--- src/rtl/alu_issue_stage.sv ---
// Issue/writeback stage in front of a 4-bit ALU.
// It accepts 12-bit instructions over a valid/ready handshake and owns a 4 x 4-bit
// register file. For each instruction it presents the operands to the ALU, writes the
// result back, and keeps the {C, V, Z, N} status flags.
//
// Instruction word: [11:9] op, [8] li, [7:6] rd, [5:4] rs, [3:0] rt/imm (rt = [1:0]).
//
// Sequencing:
//   - LI and illegal ops (op = 011) complete on the accept edge.
//   - ALU ops take one extra EXEC cycle. Write-back happens on the edge that ends EXEC.
//   - A result written by one instruction is already in the register file when the next
//     instruction's EXEC cycle reads it, so no bypass path is needed.
module alu_issue_stage (
    input  logic        clk,
    input  logic        reset,
    input  logic        in_valid,
    output logic        in_ready,
    input  logic [11:0] in_instr,
    output logic [3:0]  alu_a,
    output logic [3:0]  alu_b,
    output logic [2:0]  alu_op,
    input  logic [3:0]  alu_result,
    input  logic        alu_cout,
    input  logic        alu_overflow,
    input  logic        alu_zero,
    output logic        out_valid,
    input  logic        out_ready,
    output logic [3:0]  out_result,
    output logic [1:0]  out_rd,
    output logic        out_err,
    output logic [3:0]  flags,
    input  logic [1:0]  dbg_addr,
    output logic [3:0]  dbg_data
);

    localparam logic [1:0] IDLE = 2'd0;
    localparam logic [1:0] EXEC = 2'd1;
    localparam logic [1:0] DONE = 2'd2;

    localparam logic [2:0] OP_ILLEGAL = 3'b011;

    // Decoded fields of the incoming instruction word.
    logic [2:0] instr_op;
    logic       instr_li;
    logic [1:0] instr_rd;
    logic [1:0] instr_rs;
    logic [1:0] instr_rt;
    logic [3:0] instr_imm;
    logic       instr_illegal;

    assign instr_op      = in_instr[11:9];
    assign instr_li      = in_instr[8];
    assign instr_rd      = in_instr[7:6];
    assign instr_rs      = in_instr[5:4];
    assign instr_rt      = in_instr[1:0];
    assign instr_imm     = in_instr[3:0];
    // With li=1, op is irrelevant, so an LI is never treated as illegal.
    assign instr_illegal = ~instr_li & (instr_op == OP_ILLEGAL);

    // Control state.
    logic [1:0] state_reg;
    logic [1:0] state_next;

    // Fields of the ALU op currently in EXEC, latched at accept.
    logic [2:0] op_reg;
    logic [1:0] rd_reg;
    logic [1:0] rs_reg;
    logic [1:0] rt_reg;

    // Status flags and the completion record shown in DONE.
    logic [3:0] flags_reg;
    logic [3:0] out_result_reg;
    logic [1:0] out_rd_reg;
    logic       out_err_reg;

    // Register file.
    logic [3:0] rf_reg [4];

    logic       accept;
    logic       is_exec;

    // Register-file write port.
    logic       wr_en;
    logic [1:0] wr_addr;
    logic [3:0] wr_data;
    logic [3:0] wr_sel;

    assign is_exec  = (state_reg == EXEC);
    // A completion that is being retired this cycle frees the stage for a new instruction.
    assign in_ready = (state_reg == IDLE) | ((state_reg == DONE) & out_ready);
    assign accept   = in_valid & in_ready;

    // Two sources can write the register file: an accepted LI, or the end of EXEC.
    // They can never collide, because nothing is accepted while in EXEC.
    assign wr_en   = (accept & instr_li) | is_exec;
    assign wr_addr = is_exec ? rd_reg : instr_rd;
    assign wr_data = is_exec ? alu_result : instr_imm;

    // One-hot write select, one bit per register-file entry.
    generate
        for (genvar gi = 0; gi < 4; gi++) begin : g_wr_sel
            assign wr_sel[gi] = wr_en & (wr_addr == 2'(gi));
        end
    endgenerate

    // Register file storage; reset clears every entry.
    always_ff @(posedge clk or posedge reset) begin
        if (reset) begin
            for (int i = 0; i < 4; i++) begin
                rf_reg[i] <= 4'd0;
            end
        end else begin
            for (int i = 0; i < 4; i++) begin
                if (wr_sel[i]) begin
                    rf_reg[i] <= wr_data;
                end
            end
        end
    end

    // Next-state logic. Accepting from DONE follows the same paths as accepting from IDLE.
    always_comb begin
        state_next = state_reg;
        case (state_reg)
            IDLE, DONE: begin
                if (accept) begin
                    state_next = (instr_li | instr_illegal) ? DONE : EXEC;
                end else if ((state_reg == DONE) && out_ready) begin
                    state_next = IDLE;
                end
            end
            EXEC:    state_next = DONE;
            default: state_next = IDLE;
        endcase
    end

    // State, latched operands, flags and the completion record.
    always_ff @(posedge clk or posedge reset) begin
        if (reset) begin
            state_reg      <= IDLE;
            op_reg         <= 3'd0;
            rd_reg         <= 2'd0;
            rs_reg         <= 2'd0;
            rt_reg         <= 2'd0;
            flags_reg      <= 4'd0;
            out_result_reg <= 4'd0;
            out_rd_reg     <= 2'd0;
            out_err_reg    <= 1'b0;
        end else begin
            state_reg <= state_next;
            if (accept) begin
                if (instr_li) begin
                    out_result_reg <= instr_imm;
                    out_rd_reg     <= instr_rd;
                    out_err_reg    <= 1'b0;
                end else if (instr_illegal) begin
                    out_result_reg <= 4'd0;
                    out_rd_reg     <= instr_rd;
                    out_err_reg    <= 1'b1;
                end else begin
                    op_reg <= instr_op;
                    rd_reg <= instr_rd;
                    rs_reg <= instr_rs;
                    rt_reg <= instr_rt;
                end
            end else if (is_exec) begin
                out_result_reg <= alu_result;
                out_rd_reg     <= rd_reg;
                out_err_reg    <= 1'b0;
                // C and V are taken raw from the ALU even for AND/OR ops.
                flags_reg      <= {alu_cout, alu_overflow, alu_zero, alu_result[3]};
            end
        end
    end

    // The ALU sees operands only while an op is in EXEC, and zeros at all other times.
    assign alu_a  = is_exec ? rf_reg[rs_reg] : 4'd0;
    assign alu_b  = is_exec ? rf_reg[rt_reg] : 4'd0;
    assign alu_op = is_exec ? op_reg : 3'd0;

    assign out_valid  = (state_reg == DONE);
    assign out_result = out_result_reg;
    assign out_rd     = out_rd_reg;
    assign out_err    = out_err_reg;
    assign flags      = flags_reg;
    assign dbg_data   = rf_reg[dbg_addr];

endmodule

--- config.mk ---
export PLATFORM = sky130hd
export DESIGN_NAME = alu_issue_stage
export DESIGN_NICKNAME = d
export VERILOG_FILES = /design/src/rtl/alu_issue_stage.sv
export SDC_FILE = /design/constraint.sdc
export NUM_CORES = 1
export LEC_CHECK = 0
export ABC_AREA = 1
export CAP_MARGIN = 40
export CORE_ASPECT_RATIO = 1.2
export CORE_MARGIN = 5
export CORE_UTILIZATION = 45
export DETAILED_ROUTE_END_ITERATION = 7
export PLACE_DENSITY = 0.8
export SLEW_MARGIN = 15
export SYNTH_ARGS = -nofsm -noshare
export SYNTH_HDL_FRONTEND = slang
export SYNTH_SLANG_ARGS = --single-unit
--- constraint.sdc ---
create_clock -name clk -period 1.3 [get_ports clk]
set_clock_uncertainty 0.05 [all_clocks]
set_input_delay 0.195 -clock clk [delete_from_list [all_inputs] [get_ports clk]]
set_output_delay 0.195 -clock clk [all_outputs]
set_load 0.03 [all_outputs]
==> results.json, run 1 <==
{
  "wl_per_cell_um": 20.5,
  "finalWorstSetupSlack_ps": -381,
  "synth_mux_area_share_pct": 0,
  "largest_register_ffs": 16,
  "utilization_pct": 81.9,
  "layout_common_cells": "61 x nand2_1, 39 x buf_6, 36 x nand2_2",
  "yosysSeqAreaShare_pct": 42.5,
  "core_um2": 4870,
  "synth_xor_area_share_pct": 0,
  "cts_buffers": 5,
  "failed_checks": "negative setup slack",
  "grtUsageTotal_pct": 23.9,
  "synth-adder-area-share_pct": 0,
  "hp-class": "input pin to async pin",
  "power.leakage_nw": 1.83,
  "fillerInstances": 268,
  "nets": 427,
  "cts_buffer_depth": 2,
  "async_reset_ff_share_pct": 100,
  "syn2layout_area_growth_pct": 78.5,
  "start_util_pct": 45.9,
  "overflow": 0,
  "yosysUniqueCellTypes": 21,
  "cts_root_buf": "clkbuf_8",
  "multi_input_area_um2": 1670,
  "post-route-cell-area_um2": 3990,
  "worstMarginPinSlew_ps": 322,
  "drt_iter0_drc": 148,
  "synth_edf_count": 0,
  "synth-seq-cells": 38,
  "htree_levels": 2,
  "ys.warnings.count": 0,
  "ff_latch_area_um2": 957,
  "timing.slew.headroom_pct": 78.5,
  "status": "complete, but fails checks",
  "synth-simple-area-share_pct": 32.7,
  "peakVddDrop_mv": 1.27,
  "synth_top_family_by_area": "simple AND/OR/NAND/NOR gates",
  "syn-mean-instance-area_um2": 7.35,
  "slew_viol_final": 0,
  "diodes": 0,
  "antenna_found_initial": 0,
  "synthFlopType": "dfrtp_1",
  "tritoncts": "done",
  "grt_max_degree": 39,
  "drive_gt1_share_pct": 52.6,
  "die_area_um2": 6480,
  "slowest_stage": "dfrtp_2",
  "cp-start-kind": "register",
  "critPathMaxStageDelay_ps": 490,
  "ios": 53,
  "postSynthCellCount": 304,
  "crit_required_ps": 1050,
  "cp.arrival_ps": 1440,
  "die_w_um": 74.3,
  "cts.sinks": 38,
  "grt_pass1_vias": 2517,
  "cp_cell_sequence": "a21oi_1 > o21ai_1 > a21oi_4 > buf_6",
  "end_kind": "output pin",
  "max_freq_mhz": 595,
  "wirelength_mm": 9.50,
  "dpl-instance-area_um2": 3040,
  "place_hpwl_mm": 4.52,
  "critical_path_class": "register to output pin",
  "p_total_mw": 6.06,
  "mostFrequentLayoutCell": "nand2_1",
  "port_buffers": 52,
  "cap_violations": 0,
  "drtPass1Iterations": 7,
  "grt_setup_unrepaired": "yes",
  "grt_pass1_wl_mm": 11.9,
  "gp_congestion": 0.874,
  "vias_per_cell": 5.82,
  "synth_fp_nets": 329,
  "synth_compound_area_share_pct": 16.4,
  "layout_min_cycle_time_ps": 1680,
  "num_vias": 2695,
  "drtAntennaViolNets": 0,
  "drc": 0,
  "preCtsSetupSlack_ps": -281,
  "clk_latency_ps": 300,
  "power_density_nw_per_um2": 1520,
  "setup_viol": 52,
  "hold_violations": 0,
  "tns_ps": -9020,
  "syn_area_um2": 2240,
  "critPathMaxFanout": 9,
  "std_cell_rows": 28,
  "die_h_um": 87.2,
  "path_clk_slew_ps": 80,
  "period_share_pct": 129
}
==> cells by family after synthesis <==
logic type,after synthesis
simple gates,161
compound gates,66
buf+inv,39
flops,38
==> final timing paths <==
| check | from | to | slack, ps | cells after the start |
|---|---|---|---|---|
| max | rt_reg[1] | alu_b[2] | -380 | 4 |
| min | reset | flags[2] | 180 | 3 |
| max reg2reg | state_reg[0] | rf_reg[8] | -300 | 8 |
| min reg2reg | flags[3] | flags[3] | 440 | 2 |
| max in group asynchronous | reset | state_reg[0] | 810 | 3 |
| min in group clk | in_instr[5] | rs_reg[1] | 380 | 3 |
==> power breakdown <==
group / internal, mW / leakage [nW] / total [mW] / switching [mW]
sequential: 1.58 / 0.470 / 2.05 / 0.470
combinational: 1.30 / 1.31 / 3.16 / 1.86
clock: 0.428 / 0.0482 / 0.857 / 0.429
==> per-layer routing <==
layer	track usage [%]	share of wire (%)	wire (µm)	vias to the layer above
met1	27.1	36	3460	1299
met4	10.8	4.0	376	0
met5	0	0	0	-
met3	4.50	6.5	617	44
li1	-	-	-	1191
met2	42.5	53	5050	161
==> critical path, delay by kind of cell, from the launching register on <==
family | cells | cell delay [ps]
DFF | 1 | 490
buffers and inverters | 1 | 140
AOI/OAI and AO/OA | 3 | 500
==> cell usage after synthesis, types with 3 or more instances <==
library cell  count  area [µm²]
o21ai_1           4        20.0
buf_2             6        30.0
a21oi_1          28         140
nand2_4           3        33.8
nor2_4            5        56.3
clkbuf_1          4        15.0
buf_6             3        33.8
nand3_1          27         135
dfrtp_1          38         951
nor2_1            5        18.8
nand2_2           7        43.8
o211ai_1          9        67.6
inv_1            22        82.6
o21ai_0          24         120
nand2_1         112         420
==> what timing repair did <==
action / in CTS / in global routing
endpoints found under the setup margin: 40 / 58
resized for setup: 109 / 120
pin swaps: 35 / 40
cloned: 2 / 3
hold buffers: 0 / 0
setup buffers: 15 / 8
==> cell type report <==
| cell class | count | share of cell area, % |
|---|---|---|
| Clock buffer | 7 | 2.16 |
| Clock inverter | 1 | 0.125 |
| Inverter | 24 | 2.60 |
| Multi-Input combinational cell | 228 | 41.8 |
| Sequential cell | 38 | 24.0 |
| Tap cell | 60 | 1.88 |
| Timing Repair Buffer | 105 | 27.5 |
==> stage by stage <==
step,hold WS [ps],instances
floorplan,252,304
global placement,410,430
detailed placement,418,430
CTS,205,455
global route,209,463
finish,183,463
Power figures use the tool's default switching activity.
==> run 2: changes to the inputs <==
clock period = 1.5 ns   (was 1.3 ns; I/O delays follow)
==> results.json, run 2 (synthesized netlist as in run 1, its figures left out) <==
{
  "status": "complete, but fails checks",
  "failed_checks": "negative setup slack",
  "power_density_nw_per_um2": 1450,
  "cp_cell_sequence": "buf_4 > o211ai_1 > a21oi_2 > buf_4",
  "syn2layout_area_growth_pct": 53.9,
  "finalWorstSetupSlack_ps": -253,
  "wl_per_cell_um": 17.2,
  "hold_violations": 0,
  "drt_iter0_drc": 232,
  "fillerInstances": 347,
  "cpMostUsedCell": "buf_4",
  "diodes": 0,
  "grt_setup_unrepaired": "yes",
  "crit_required_ps": 1220,
  "path_clk_slew_ps": 80,
  "antenna_found_initial": 0,
  "power.leakage_nw": 1.70,
  "setup_viol": 18,
  "place_hpwl_mm": 4.35,
  "grtUsageTotal_pct": 21.9,
  "mostFrequentLayoutCell": "nand2_1",
  "wirelength_mm": 7.76,
  "cts_buffer_depth": 2,
  "wl_met3_um": 496,
  "grt_max_degree": 39,
  "critPathMaxStageDelay_ps": 450,
  "core_um2": 4870,
  "worstMarginPinSlew_ps": 318,
  "cts_root_buf": "clkbuf_8",
  "clk_latency_ps": 290,
  "critical_path_class": "register to output pin",
  "critPathMaxFanout": 8,
  "hold-worst-slack_ps": 239,
  "std_cell_rows": 28,
  "cp-start-kind": "register",
  "hp-class": "input pin to async pin",
  "cts_buffers": 5,
  "die_w_um": 74.3,
  "port_buffers": 52,
  "grt_pass1_vias": 2382,
  "vias_per_cell": 5.64,
  "grt_pass1_wl_mm": 11.1,
  "timing.slew.headroom_pct": 78.8,
  "htree_levels": 2,
  "die_h_um": 87.2,
  "slew_viol_final": 0,
  "start_util_pct": 45.9,
  "peakVddDrop_mv": 0.842,
  "drive_gt1_share_pct": 34.6,
  "layout_min_cycle_time_ps": 1750,
  "die_area_um2": 6480,
  "slowest_stage": "dfrtp_2",
  "num_vias": 2540,
  "drtAntennaViolNets": 0,
  "gp_congestion": 0.850,
  "overflow": 0,
  "tritoncts": "done",
  "ios": 53,
  "cap_violations": 0,
  "cts_hold_repair.buffers": 0,
  "drc": 0,
  "wl_met1_mm": 2.95,
  "p_total_mw": 4.99,
  "cts.sinks": 38,
  "period_share_pct": 117,
  "dpl-instance-area_um2": 2850,
  "max_freq_mhz": 570,
  "largest_register_ffs": 16,
  "met2_length_mm": 4.05,
  "maxUsedRoutingLayer": "met4",
  "layout_common_cells": "89 x nand2_1, 35 x buf_4, 33 x dfrtp_1",
  "cp.arrival_ps": 1480,
  "drtPass1Iterations": 5,
  "post-route-cell-area_um2": 3440,
  "end_kind": "output pin",
  "nets": 414
}
[run 2: cell count changes in the layout (fill, tap and decap cells not counted), sizes merged]
cell / before / now
nor2: 10 / 11
clkinv: 1 / 0
dlygate4sd2: 1 / 12
buf: 73 / 54
inv: 23 / 24
clkbuf: 11 / 8
clkdlybuf4s15: 4 / 0
clkinvlp: 1 / 0
bufinv: 0 / 2
[run 2: critical path: cells and delay by family (launching register included)]
family / cells / cell delay, ps
flops: 1 / 450
compound gates: 2 / 380
buf+inv: 2 / 360
[run 2: area by class of cell]
type,count,area (µm²),area share (%)
timing repair buffer,91,870,25.3
multi-input combinational,229,1300,37.8
tap,60,75.1,2.18
inverter,24,97.6,2.84
clock buffer,6,82.6,2.40
clock inverter,2,60.1,1.74
sequential,38,957,27.8
[run 2: through the flow]
stage / setup slack [ps] / setup TNS, ps / cells / util, %
4_1_cts: -152 / -1150 / 439 / 64.4
2_1_floorplan: -134 / -1090 / 304 / -
5_1_grt: -287 / -3490 / 450 / 70.7
6_report: -253 / -1420 / 450 / 70.7
3_3_place_gp: -125 / -1970 / 418 / 58.6
3_5_place_dp: -161 / -2970 / 418 / 58.6
[run 2: path summary, 6_finish.rpt]
kind | to | cells after the start | slack (ps) | start
worst max-delay path | alu_b[2] | 4 | -250 | rt_reg[0]
worst min-delay path | rf_reg[9] | 3 | 240 | reset
worst max register to register | rf_reg[12] | 8 | -30 | state_reg[0]
worst min register to register | flags[2] | 2 | 430 | flags[2]
max in group asynchronous | rs_reg[1] | 3 | 940 | reset
min in group clk | flags[3] | 3 | 410 | alu_cout
[run 2: report_power, final]
group	internal [mW]	total (mW)	switching, mW
combinational	0.874	2.15	1.27
sequential	1.37	1.76	0.393
clock	0.709	1.08	0.366
total	2.95	4.99	2.03
[run 2: routing by layer]
| metal | up-vias | GRT usage (%) |
|---|---|---|
| met3 | 26 | 4.39 |
| li1 | 1160 | - |
| met4 | 0 | 10.0 |
| met5 | - | 0 |
| met2 | 134 | 36.5 |
| met1 | 1220 | 27.1 |
[run 2: repair_timing]
action                                  4_1_cts  5_1_grt
endpoints found under the setup margin       27       34
resized for setup                            51       60
gates cloned                                  2        4
pin swaps                                    14       22
setup buffers                                11        7
==> run 3: changes to the inputs <==
CORE_UTILIZATION = 47   (was 45)
CTS_BUF_LIST = sky130_fd_sc_hd__clkbuf_4   (was unset)
PLACE_DENSITY = 0.83   (was 0.8)
SETUP_SLACK_MARGIN = 0.05   (was unset)
==> results.json, run 3 (synthesized netlist as in run 1, its figures left out) <==
{
  "cts_root_buf": "clkbuf_4",
  "grtUsageTotal_pct": 22.9,
  "ios": 53,
  "r2r_slack_ps": -260,
  "drtAntennaViolNets": 0,
  "port_buffers": 52,
  "mostFrequentLayoutCell": "nand2_1",
  "period_share_pct": 123,
  "slew_viol_final": 0,
  "antenna_found_initial": 0,
  "failed_checks": "negative setup slack",
  "post-route-cell-area_um2": 3780,
  "crit_required_ps": 1220,
  "finalWorstSetupSlack_ps": -350,
  "path_clk_slew_ps": 150,
  "status": "complete, but fails checks",
  "peakVddDrop_mv": 0.884,
  "fillerInstances": 252,
  "critical_path_class": "register to output pin",
  "std_cell_rows": 27,
  "vias_per_cell": 5.87,
  "place_hpwl_mm": 4.45,
  "layout_common_cells": "68 x nand2_1, 36 x nand2_2, 33 x dfrtp_1",
  "dpl-instance-area_um2": 2870,
  "grt_pass1_vias": 2396,
  "setup_viol": 50,
  "drtPass1Iterations": 5,
  "end_kind": "output pin",
  "diodes": 0,
  "cts_buffer_depth": 2,
  "clk_latency_ps": 360,
  "wirelength_mm": 8.77,
  "drive_gt1_share_pct": 45.7,
  "hold_violations": 0,
  "grt_max_degree": 39,
  "htree_levels": 2,
  "num_vias": 2641,
  "power_density_nw_per_um2": 1380,
  "cts_buffers": 5,
  "critPathMaxFanout": 9,
  "cp-start-kind": "register",
  "nets": 416,
  "grt_setup_unrepaired": "yes",
  "power.leakage_nw": 1.75,
  "wl_per_cell_um": 19.5,
  "layoutNonFillerInstCount": 450,
  "tritoncts": "done",
  "worstMarginPinSlew_ps": 326,
  "drt_iter0_drc": 290,
  "die_w_um": 73.0,
  "grt_pass1_wl_mm": 11.2,
  "layout_min_cycle_time_ps": 1850,
  "largest_register_ffs": 16,
  "dp_cells": 419,
  "max_freq_mhz": 540,
  "cp.arrival_ps": 1580,
  "start_util_pct": 48.7,
  "overflow": 0,
  "gp_congestion": 0.881,
  "die_h_um": 85.6,
  "die_area_um2": 6240,
  "timing.slew.headroom_pct": 78.2,
  "cap_violations": 0,
  "syn2layout_area_growth_pct": 69.2,
  "core_um2": 4590,
  "drc": 0,
  "cts.sinks": 38,
  "hp-class": "input pin to async pin"
}
-- run 3: final cells by class --
type | count | area, µm² | area share (%)
clock buffer | 5 | 37.5 | 0.992
clock inverter | 3 | 68.8 | 1.82
inverter | 24 | 100 | 2.65
multi-input combinational | 229 | 1550 | 40.9
sequential | 38 | 957 | 25.3
tap | 58 | 72.6 | 1.92
timing repair buffer | 93 | 1000 | 26.4
-- run 3: per-stage QoR --
| stage | util (%) | setup slack [ps] | total power [mW] | hold WS (ps) | TNS (ps) |
|---|---|---|---|---|---|
| 6_report | 82.3 | -350 | 5.22 | 117 | -8530 |
| 5_1_grt | 82.3 | -408 | 5.47 | 169 | -11610 |
| 4_1_cts | 70.7 | -252 | 4.54 | 148 | -2720 |
| 3_5_place_dp | 62.5 | -141 | 3.41 | 414 | -3180 |
| 3_3_place_gp | 62.5 | -90.8 | 3.34 | 413 | -2210 |
| 2_1_floorplan | - | -134 | 2.74 | 282 | -1090 |
-- run 3: what timing repair did --
action | in CTS | in global routing
setup buffers | 11 | 6
cloned | 1 | 5
hold endpoints to repair | 0 | 0
endpoints found under the setup margin | 28 | 54
resized for setup | 78 | 107
pin swaps | 23 | 32
hold buffers | 0 | 0
-- run 3: routing by layer --
metal  global-route usage [%]  up-vias  share of wire [%]
met5                        0        -                  0
met4                     10.4        0                4.4
met3                     3.75       43                6.8
met2                     39.2      159                 53
met1                     27.9     1267                 36
li1                         -     1172                  -
-- run 3: final timing paths --
| check | from | end | cells past startpoint |
|---|---|---|---|
| min in group clk | alu_cout | flags[3] | 3 |
| max in group asynchronous | reset | rt_reg[0] | 3 |
| worst min register to register | flags[2] | flags[2] | 2 |
| worst max-delay path | rs_reg[0] | alu_a[1] | 5 |
| worst max register to register | state_reg[0] | rf_reg[7] | 9 |
| worst min-delay path | reset | flags[0] | 3 |
-- run 3: critical path, stage by stage (launching register included) --
cell	delay [ps]
dfrtp_2	440
buf_12	140
a21oi_2	150
o21ai_1	80
a21oi_1	210
buf_4	200
-- run 3: power by group --
part,total [mW],internal [mW],switching (mW)
sequential,1.81,1.37,0.441
combinational,2.50,1.03,1.47
clock,0.913,0.521,0.392
total,5.22,2.92,2.30
